### src/rtl/regwb_ctrl.sv
// Register-file write-port controller: round-robin arbitration over NREQ writeback
// sources, SETUP/STROBE sequencing of the write strobe, $zero discard and pending-write mask.
module regwb_ctrl #(
  parameter int NREQ = 3
) (
  input  logic              clk,
  input  logic              reset,
  input  logic [NREQ-1:0]   req_valid,
  input  logic [5*NREQ-1:0] req_addr,
  input  logic [32*NREQ-1:0] req_data,
  output logic [NREQ-1:0]   req_ready,
  output logic [4:0]        rgw1,
  output logic [31:0]       rgw1data,
  output logic              write,
  output logic [31:0]       pend_mask,
  output logic              zero_drop,
  output logic              busy
);

  localparam int IDXW = $clog2(NREQ);

  typedef enum logic [1:0] {
    S_IDLE,
    S_SETUP,
    S_STROBE
  } state_e;

  state_e          state_q, state_d;
  logic [IDXW-1:0] last_q, last_d;
  logic [4:0]      rgw1_q, rgw1_d;
  logic [31:0]     data_q, data_d;
  logic [31:0]     pend_q, pend_d;
  logic            zero_drop_q, zero_drop_d;
  logic            write_q, write_d;
  logic            busy_q, busy_d;

  logic            arb_en;
  logic            win_found;
  logic [IDXW-1:0] win_idx;
  logic [4:0]      sel_addr;
  logic [31:0]     sel_data;
  logic            accept;

  // Round-robin search starts one past the last accepted requester.
  always_comb begin
    logic [IDXW-1:0] cand;
    // NOTE: every variable assigned in always_comb gets a default first, so no path can infer a latch.
    win_found = 1'b0;
    win_idx   = '0;
    cand      = '0;
    for (int k = 1; k <= NREQ; k++) begin
      cand = IDXW'((int'(last_q) + k) % NREQ);
      if (!win_found && req_valid[cand]) begin
        win_found = 1'b1;
        win_idx   = cand;
      end
    end
  end

  assign arb_en   = (state_q == S_IDLE) || (state_q == S_STROBE);
  assign accept   = arb_en && win_found;
  assign sel_addr = req_addr[win_idx*5 +: 5];
  assign sel_data = req_data[win_idx*32 +: 32];
  // Gated by reset so no handshake completes while the block is held in reset.
  assign req_ready = (accept && reset) ? (NREQ'(1) << win_idx) : '0;

  always_comb begin
    state_d     = state_q;
    last_d      = last_q;
    rgw1_d      = rgw1_q;
    data_d      = data_q;
    pend_d      = pend_q;
    zero_drop_d = 1'b0;

    // Clear first so a same-register acceptance below re-sets the bit.
    if (state_q == S_STROBE) pend_d[rgw1_q] = 1'b0;

    unique case (state_q)
      S_IDLE, S_STROBE: begin
        state_d = S_IDLE;
        if (accept) begin
          last_d = win_idx;
          if (sel_addr != 5'd0) begin
            state_d          = S_SETUP;
            rgw1_d           = sel_addr;
            data_d           = sel_data;
            pend_d[sel_addr] = 1'b1;
          end else begin
            zero_drop_d = 1'b1;
          end
        end
      end
      S_SETUP: state_d = S_STROBE;
      default: state_d = S_IDLE;
    endcase

    write_d = (state_d == S_STROBE);
    busy_d  = (state_d != S_IDLE);
  end

  // NOTE: sequential state uses non-blocking assignments so all flops update together at the edge.
  always_ff @(posedge clk or negedge reset) begin
    if (!reset) begin
      state_q     <= S_IDLE;
      last_q      <= IDXW'(NREQ - 1);
      rgw1_q      <= '0;
      data_q      <= '0;
      pend_q      <= '0;
      zero_drop_q <= 1'b0;
      write_q     <= 1'b0;
      busy_q      <= 1'b0;
    end else begin
      state_q     <= state_d;
      last_q      <= last_d;
      rgw1_q      <= rgw1_d;
      data_q      <= data_d;
      pend_q      <= pend_d;
      zero_drop_q <= zero_drop_d;
      write_q     <= write_d;
      busy_q      <= busy_d;
    end
  end

  assign rgw1      = rgw1_q;
  assign rgw1data  = data_q;
  assign write     = write_q;
  assign pend_mask = pend_q;
  assign zero_drop = zero_drop_q;
  assign busy      = busy_q;

endmodule

### config.mk
export PLATFORM = sky130hd
export DESIGN_NAME = regwb_ctrl
export DESIGN_NICKNAME = d
export VERILOG_FILES = /design/src/rtl/regwb_ctrl.sv
export SDC_FILE = /design/constraint.sdc
export NUM_CORES = 1
export LEC_CHECK = 0
export BUFFER_PORTS_ARGS = -buffer_cell sky130_fd_sc_hd__buf_2
export CAP_MARGIN = 20
export CORE_ASPECT_RATIO = 0.8
export CORE_MARGIN = 1
export CORE_UTILIZATION = 51
export DETAILED_ROUTE_END_ITERATION = 10
export GPL_TIMING_DRIVEN = 0
export HOLD_SLACK_MARGIN = 0.08
export PLACE_DENSITY = 0.95
export SLEW_MARGIN = 20
export SYNTH_ARGS = -nofsm -noshare
export SYNTH_HDL_FRONTEND = slang
export SYNTH_SLANG_ARGS = --single-unit
### constraint.sdc
create_clock -name clk -period 4.95 [get_ports clk]
set_input_delay 0.2475 -clock clk [delete_from_list [all_inputs] [get_ports clk]]
set_output_delay 0.2475 -clock clk [all_outputs]
set_load 0.1 [all_outputs]
==> parameters.txt, run 1 <==
Parameter                              Value

Logic synthesis
  Share of synthesized area occupied by flip-flops and latches ... 0.439
  Portion of synthesized cell area occupied by the leading cell type ... 0.433
  Most frequently used cell type in the post-synthesis netlist ... nand2_1
  Compound-gate portion of the synthesized area ... 0.208
  Largest family of logic cells by synthesized area ... compound AO/OA/AOI/OAI gates
  Yosys cell types ... 57
  Number of enable flip-flop cells after synthesis ... 0
  Warning count from the yosys run ... 0
  Synthesized area divided by synthesized cell count ... 9.38 um2
  Net Count, Synth ... 576
  Cell taking the most area after synthesis ... dfrtp_1
  Share of async-settable or async-resettable flops after synthesis ... 1.00
  Adder and majority gate portion of the synthesized area ... 0.0117
  Biggest area contributors in the synthesized netlist ... dfrtp_1, o21ai_0, nand2_1
  XOR/XNOR share of the synthesized area ... 0
  Post-synthesis cell count ... 456
  Synth Cell Area ... 4280 um2
  Mux share of post-synthesis cell area ... 0.117
  Simple-gate portion of the synthesized area ... 0.176
  Flip-flop and latch count after synthesis ... 75
  Top flip-flop cell by instance count after synthesis ... dfrtp_1
  Synth top cells by count ... nand2_1, dfrtp_1, o21ai_0, nor2_1, a31oi_1

Timing
  Post-Route Skew ... 0.00693 ns
  Tcrit/Tclk final ... 0.773
  Final critical path time including I/O delays and setup ... 3.83 ns
  Setup-violating endpoint count in the final report ... 0
  Headroom to the max-slew limit ... 0.572
  Highest clock rate ... 0.261 GHz
  Transition time at the pin with the least slew margin ... 0.640 ns
  Setup repair after global routing missed its margin ... no
  Fin Hold WS ... 0.278 ns
  Final hold viol count ... 0
  Final TNS setup ... 0 ns
  Final count of pins violating max slew ... 0

Placed design
  Final Wtd Congestion ... 0.984
  Final HPWL from detailed placement ... 9750 um
  Port Buffers ... 190
  DP Cell Count ... 755
  Placed Area ... 5400 um2

Cells and area
  Final standard cell area without fillers ... 5640 um2
  Fraction of final layout cells with drive strength greater than 1 ... 0.372
  Area growth from synthesis to layout ... 31.9%
  Layout net count ... 779
  Antenna diode count ... 0
  Final standard cell count with taps included and fillers excluded ... 772

Floorplan
  Core Area ... 8020 um2
  Die H ... 83.9 um
  Die span in x ... 104 um
  DIE AREA ... 8760 um2
  Initial Utilization ... 0.533
  Number of I/O pins ... 191
  Site row count ... 29

Critical path
  Cells along the critical path ... ha_1 > buf_4 > nand3b_1 > o21a_2 > a31oi_1 > clkbuf_1 > nand2_1 > a2111oi_2 > buf_2
  WS Path Type ... reg -> out
  Critical path capture point type ... output pin
  Worst endpoint data arrival time ... 3.58 ns
  Longest individual stage delay on the worst path ... 0.56 ns
  Sum of buffers and inverters on the critical path ... 3
  Data required time at the worst endpoint ... 4.70 ns
  Critical-path cell with the highest stage delay ... dfstp_2
  Critical path peak fanout ... 10
  Largest delay share family, worst path ... buffers and inverters
  Startpoint type of the worst setup path ... flip-flop

Route
  Post-detailed-route via-to-cell ratio ... 5.76
  Total detailed-routing wirelength ... 12900 um
  Max Used Layer ... met4
  Wire length on met2 ... 6500 um
  Detailed-route wire length on metal 1 ... 5160 um
  Routed vias ... 4449
  DRC viols ... 0
  Routed length per instance ... 16.7 um
  Antenna violation net count after detailed routing ... 0
  Initial DRC Count ... 216
  Met3 routed WL ... 941 um
  Total iterations of the first detailed-routing run ... 5

Global route
  Global-route wire length before repair ... 20700 um
  Vias in the first global route ... 4232
  Number of antenna violations at the first check in global routing ... 0
  Grt total ovfl ... 0
  Largest net degree at the start of global routing ... 50
  Global-route total usage across every layer ... 0.303

Clock tree
  Count of hold-fix buffers inserted at cts ... 1
  CTS tree ... built
  Buffer cell driving the clock tree root ... clkbuf_8
  Maximum number of buffers from clock root to sink ... 2
  Clock latency reported for the late side of the worst-skew pair ... 0.35 ns
  Number of buffers inserted to repair setup after CTS ... 0
  Clock-pin slew on the worst setup and hold paths ... 0.09 ns
  Clock Sinks ... 75
  Number of buffers inserted during clock tree synthesis ... 9
  CTS HTree Levels ... 3
  Resized cells post-CTS ... 0

Worst hold path
  Worst Hold Class ... in -> reg

Status
  Result of the run ... complete, no violations

Run
  Count of maximum capacitance violations ... 0
final cells by class:
cell class	instances	area [um2]
repair buffers	192	991
multi-input cells	345	2200
well taps	108	135
fillers	602	2380
inverters	7	26.3
clock inverters	7	106
clock buffers	9	124
plain buffers	29	180
flip-flops and latches	75	1880
logic make-up (layout without fill, tap and decap cells):
group | count (synthesis) | in the layout
DFF | 75 | 75
buffers and inverters | 36 | 244
AOI/OAI and AO/OA | 135 | 135
muxes | 42 | 42
adders and majority gates | 4 | 4
and+or+nand+nor | 164 | 164
final timing paths:
kind / start / end / slack, ns / depth (start not counted)
worst max-delay path: last_q[1] / req_ready[1] / 1.12 / 9
worst min-delay path: req_addr[9] / rgw1[4] / 0.28 / 3
worst max register to register: last_q[1] / pend_mask[27] / 1.29 / 12
worst min register to register: rgw1data[0] / rgw1data[0] / 0.49 / 1
max in group asynchronous: reset / rgw1data[8] / 4.02 / 3
min in group asynchronous: reset / state_q[1] / 0.36 / 2
cell usage in the layout, fill, tap and decap left out, types with 4 or more instances in the layout:
cell type  count
o21ai_0       61
dfrtp_1       74
a31oi_1       36
nand3_1        7
clkbuf_8       9
o21ai_1        9
a22o_1         4
mux2_4         9
buf_4          4
nand3b_1       7
mux2_1        24
or3b_2         4
mux2i_1        6
ha_1           4
nor2_1        41
clkbuf_1      19
nand2b_1       4
nand2_1       80
buf_2        190
inv_1          6
and2_1         6
stage by stage:
step,util,setup slack [ns]
2_1_floorplan,-,0.577
3_3_place_gp,0.670,1.51
3_5_place_dp,0.673,1.43
4_1_cts,0.703,1.15
5_1_grt,0.703,0.935
6_report,0.703,1.12
routing by layer:
layer / global-route usage / vias to the layer above
li1: - / 2029
met1: 0.371 / 2161
met2: 0.527 / 234
met3: 0.0546 / 25
met4: 0.121 / 0
met5: 0 / -
registers in the layout (all words and copies together) (netlist names):
register   flops
state_q        2
busy           1
pend_mask     32
last_q         2
zero_drop      1
rgw1data      32
rgw1           5
worst min-delay path, delay by kind of cell:
family,cells,cell delay (ns)
compound gates,2,0.22
buf+inv,1,0.12
Power of run 1 is left out: the tool's default activity adds up to more than one toggle a clock period on the data nets, which glitch-free logic cannot reach.
==> run 2, diff against run 1 <==
--- a/config.mk
+++ b/config.mk
@@ -5,15 +5,16 @@
 export SDC_FILE = /design/constraint.sdc
 export NUM_CORES = 1
 export LEC_CHECK = 0
+export ABC_AREA = 1
 export BUFFER_PORTS_ARGS = -buffer_cell sky130_fd_sc_hd__buf_2
 export CAP_MARGIN = 20
 export CORE_ASPECT_RATIO = 0.8
 export CORE_MARGIN = 1
-export CORE_UTILIZATION = 51
+export CORE_UTILIZATION = 44
 export DETAILED_ROUTE_END_ITERATION = 10
 export GPL_TIMING_DRIVEN = 0
 export HOLD_SLACK_MARGIN = 0.08
-export PLACE_DENSITY = 0.95
+export PLACE_DENSITY = 0.87
 export SLEW_MARGIN = 20
 export SYNTH_ARGS = -nofsm -noshare
 export SYNTH_HDL_FRONTEND = slang
==> constraint.sdc (replaced) <==
create_clock -name clk -period 3.1 [get_ports clk]
set_input_delay 0.155 -clock clk [delete_from_list [all_inputs] [get_ports clk]]
set_output_delay 0.155 -clock clk [all_outputs]
set_load 0.1 [all_outputs]
==> parameters.txt, run 2 <==
Parameter                              Value

Critical path
  WS Path Type ... reg -> out (unchanged)
  Reg-to-reg slack, setup ... 0.26 ns (was 1.29 ns)
  Critical path peak fanout ... 10 (unchanged)
  Worst r2r src ... last_q[0] (was last_q[1])
  Critical path capture point type ... output pin (unchanged)
  Length in cells of the worst reg-to-reg path ... 19 (was 12)
  Startpoint type of the worst setup path ... flip-flop (unchanged)
  Worst endpoint data arrival time ... 2.73 ns (was 3.58 ns)
  Data required time at the worst endpoint ... 2.94 ns (was 4.70 ns)
  R2R Path End ... rgw1data[29] (was pend_mask[27])

Logic synthesis
  Share of synthesized area occupied by flip-flops and latches ... 0.421 (was 0.439)
  Simple-gate portion of the synthesized area ... 0.350 (was 0.176)
  Warning count from the yosys run ... 0 (unchanged)
  Compound-gate portion of the synthesized area ... 0.138 (was 0.208)
  Cell taking the most area after synthesis ... dfrtp_1 (unchanged)
  Net Count, Synth ... 742 (was 576)
  Biggest area contributors in the synthesized netlist ... dfrtp_1, nand2_1, o21ai_0 (was dfrtp_1, o21ai_0, nand2_1)
  Yosys cell types ... 29 (was 57)
  Portion of synthesized cell area occupied by the leading cell type ... 0.415 (was 0.433)
  Synth Cell Area ... 4460 um2 (was 4280 um2)
  Synthesized area divided by synthesized cell count ... 7.17 um2 (was 9.38 um2)
  Post-synthesis cell count ... 622 (was 456)
  Most frequently used cell type in the post-synthesis netlist ... nand2_1 (unchanged)
  Synth top cells by count ... nand2_1, o21ai_0, dfrtp_1, nand3_1, nor2_1 (was nand2_1, dfrtp_1, o21ai_0, nor2_1, a31oi_1)
  Mux share of post-synthesis cell area ... 0 (was 0.117)
  Number of enable flip-flop cells after synthesis ... 0 (unchanged)
  XOR/XNOR share of the synthesized area ... 0 (unchanged)
  Top flip-flop cell by instance count after synthesis ... dfrtp_1 (unchanged)
  Flip-flop and latch count after synthesis ... 75 (unchanged)
  Share of async-settable or async-resettable flops after synthesis ... 1.00 (unchanged)
  Adder and majority gate portion of the synthesized area ... 0.0112 (was 0.0117)
  Largest family of logic cells by synthesized area ... simple AND/OR/NAND/NOR gates (was compound AO/OA/AOI/OAI gates)

Clock tree
  Number of buffers inserted during clock tree synthesis ... 9 (unchanged)
  Buffer cell driving the clock tree root ... clkbuf_16 (was clkbuf_8)
  CTS tree ... built (unchanged)
  Clock-pin slew on the worst setup and hold paths ... 0.06 ns (was 0.09 ns)
  CTS HTree Levels ... 3 (unchanged)
  Clock latency reported for the late side of the worst-skew pair ... 0.33 ns (was 0.35 ns)
  Maximum number of buffers from clock root to sink ... 2 (unchanged)
  Clock Sinks ... 75 (unchanged)

Route
  Total detailed-routing wirelength ... 13400 um (was 12900 um)
  Antenna violation net count after detailed routing ... 0 (unchanged)
  Routed length per instance ... 13.9 um (was 16.7 um)
  Total iterations of the first detailed-routing run ... 5 (unchanged)
  Initial DRC Count ... 323 (was 216)
  DRC viols ... 0 (unchanged)
  Post-detailed-route via-to-cell ratio ... 5.12 (was 5.76)
  Routed vias ... 4942 (was 4449)

Global route
  Number of antenna violations at the first check in global routing ... 0 (unchanged)
  Largest net degree at the start of global routing ... 48 (was 50)
  Global-route total usage across every layer ... 0.266 (was 0.303)
  Vias in the first global route ... 4560 (was 4232)
  Global-route wire length before repair ... 21900 um (was 20700 um)
  Grt total ovfl ... 0 (unchanged)

Cells and area
  Fraction of final layout cells with drive strength greater than 1 ... 0.319 (was 0.372)
  Number of inserted filler cells in the final layout ... 941 (was 602)
  Layout net count ... 946 (was 779)
  Antenna diode count ... 0 (unchanged)
  Most common cell after layout, fill and taps aside ... nand2_1 (was buf_2)
  Highest-count cells in the layout ignoring fill and taps ... nand2_1, buf_2, o21ai_0 (was buf_2, nand2_1, dfrtp_1)
  Area growth from synthesis to layout ... 34.0% (was 31.9%)

Worst hold path
  HP Start ... req_data[66] (was req_addr[9])
  Worst-case hold path end point ... rgw1data[2] (was rgw1[4])
  Hold Crit Depth ... 5 (was 3)
  Worst Hold Class ... in -> reg (unchanged)

Timing
  Transition time at the pin with the least slew margin ... 0.799 ns (was 0.640 ns)
  Highest clock rate ... 0.347 GHz
  Setup repair after global routing missed its margin ... no (unchanged)
  Setup-violating endpoint count in the final report ... 0 (unchanged)
  Final critical path time including I/O delays and setup ... 2.88 ns
  Tcrit/Tclk final ... 0.930
  Final count of pins violating max slew ... 0 (unchanged)
  Post-Route Skew ... 0.00647 ns (was 0.00693 ns)
  Final setup margin ... 0.217 ns (was 1.12 ns)
  Headroom to the max-slew limit ... 0.463 (was 0.572)
  Final hold viol count ... 0 (unchanged)

Placed design
  Final HPWL from detailed placement ... 10400 um (was 9750 um)
  Final Wtd Congestion ... 0.901 (was 0.984)
  Port Buffers ... 190 (unchanged)
  Pre-CTS WS ... -0.0326 ns (was 1.43 ns)

Floorplan
  Initial Utilization ... 0.458 (was 0.533)
  DIE AREA ... 10500 um2 (was 8760 um2)
  Number of I/O pins ... 191 (unchanged)
  Site row count ... 32 (was 29)
  Core Area ... 9730 um2 (was 8020 um2)
  Die span in x ... 115 um (was 104 um)
  Die H ... 92.0 um (was 83.9 um)

Status
  Result of the run ... complete, no violations (unchanged)

Run
  Count of maximum capacitance violations ... 0 (unchanged)
## run 2: changes by cell type after synthesis, moves of 9 or more
cell	before	now
a31oi_1	36	0
mux2_4	9	0
nand2_1	80	199
nand3_1	7	62
o21ai_1	9	18
inv_1	6	36
o21ai_0	61	98
mux2_1	24	0
nand2_2	0	9
## run 2: critical path, stage by stage, from the launching register on
cell      delay [ns]
dfstp_2         0.55
ha_2            0.31
inv_2           0.11
nand2_1         0.07
nand3_2         0.06
nand2_2         0.09
nand3_1         0.13
nand2_2         0.14
clkinv_2        0.15
clkbuf_4        0.23
nand2_1         0.12
nor2_1          0.19
buf_6           0.25
## run 2: routing by layer
| metal | global-route usage | vias up | wire [um] |
|---|---|---|---|
| met5 | 0 | - | 0 |
| met4 | 0.0844 | 0 | 218 |
| met3 | 0.0496 | 23 | 938 |
| met2 | 0.442 | 237 | 6380 |
| met1 | 0.348 | 2250 | 5900 |
| li1 | - | 2432 | - |
## run 2: cell type report
cell class,instances,area (um2),area share
multi-input combinational,473,2240,0.375
sequential,75,1880,0.314
timing repair buffer,194,1020,0.171
clock buffer,10,239,0.0400
buffer,30,199,0.0333
tap,136,170,0.0285
inverter,43,163,0.0272
clock inverter,5,61.3,0.0103
## run 2: worst max-delay path by stage
stage | from | to | slack [ns]
global route | last_q[0] | req_ready[0] | 0.03
global placement | last_q[0] | req_ready[1] | -0.06
detailed placement | last_q[0] | req_ready[1] | -0.03
floorplan | last_q[1] | req_ready[1] | -0.14
CTS | last_q[0] | req_ready[0] | 0.0005
finish | last_q[1] | req_ready[1] | 0.22
## run 2: cells by family (layout without fill, tap and decap cells)
kind of cell / count (synthesis) / in the layout
DFF: 75 / 75
buffers and inverters: 74 / 282
and+or+nand+nor: 347 / 347
AOI/OAI and AO/OA: 122 / 122
adders and majority gates: 4 / 4
## run 2: stage by stage
step	instance area, um2	setup TNS, ns	hold WS [ns]	instances	util
floorplan	4460	-0.264	-0.141	622	-
global placement	5580	-0.0572	0.450	948	0.574
detailed placement	5610	-0.0326	0.115	949	0.577
CTS	5930	0	0.165	964	0.610
global route	5970	0	0.182	966	0.614
finish	5970	0	0.170	966	0.614
## run 2: timing repair
item,4_1_cts,5_1_grt
pin swaps,0,1
setup endpoints to repair,3,43
hold endpoints to repair,30,0
gates resized for setup,6,14
setup buffers,0,2
hold buffers,1,0
Power of run 2 is left out for the same reason.
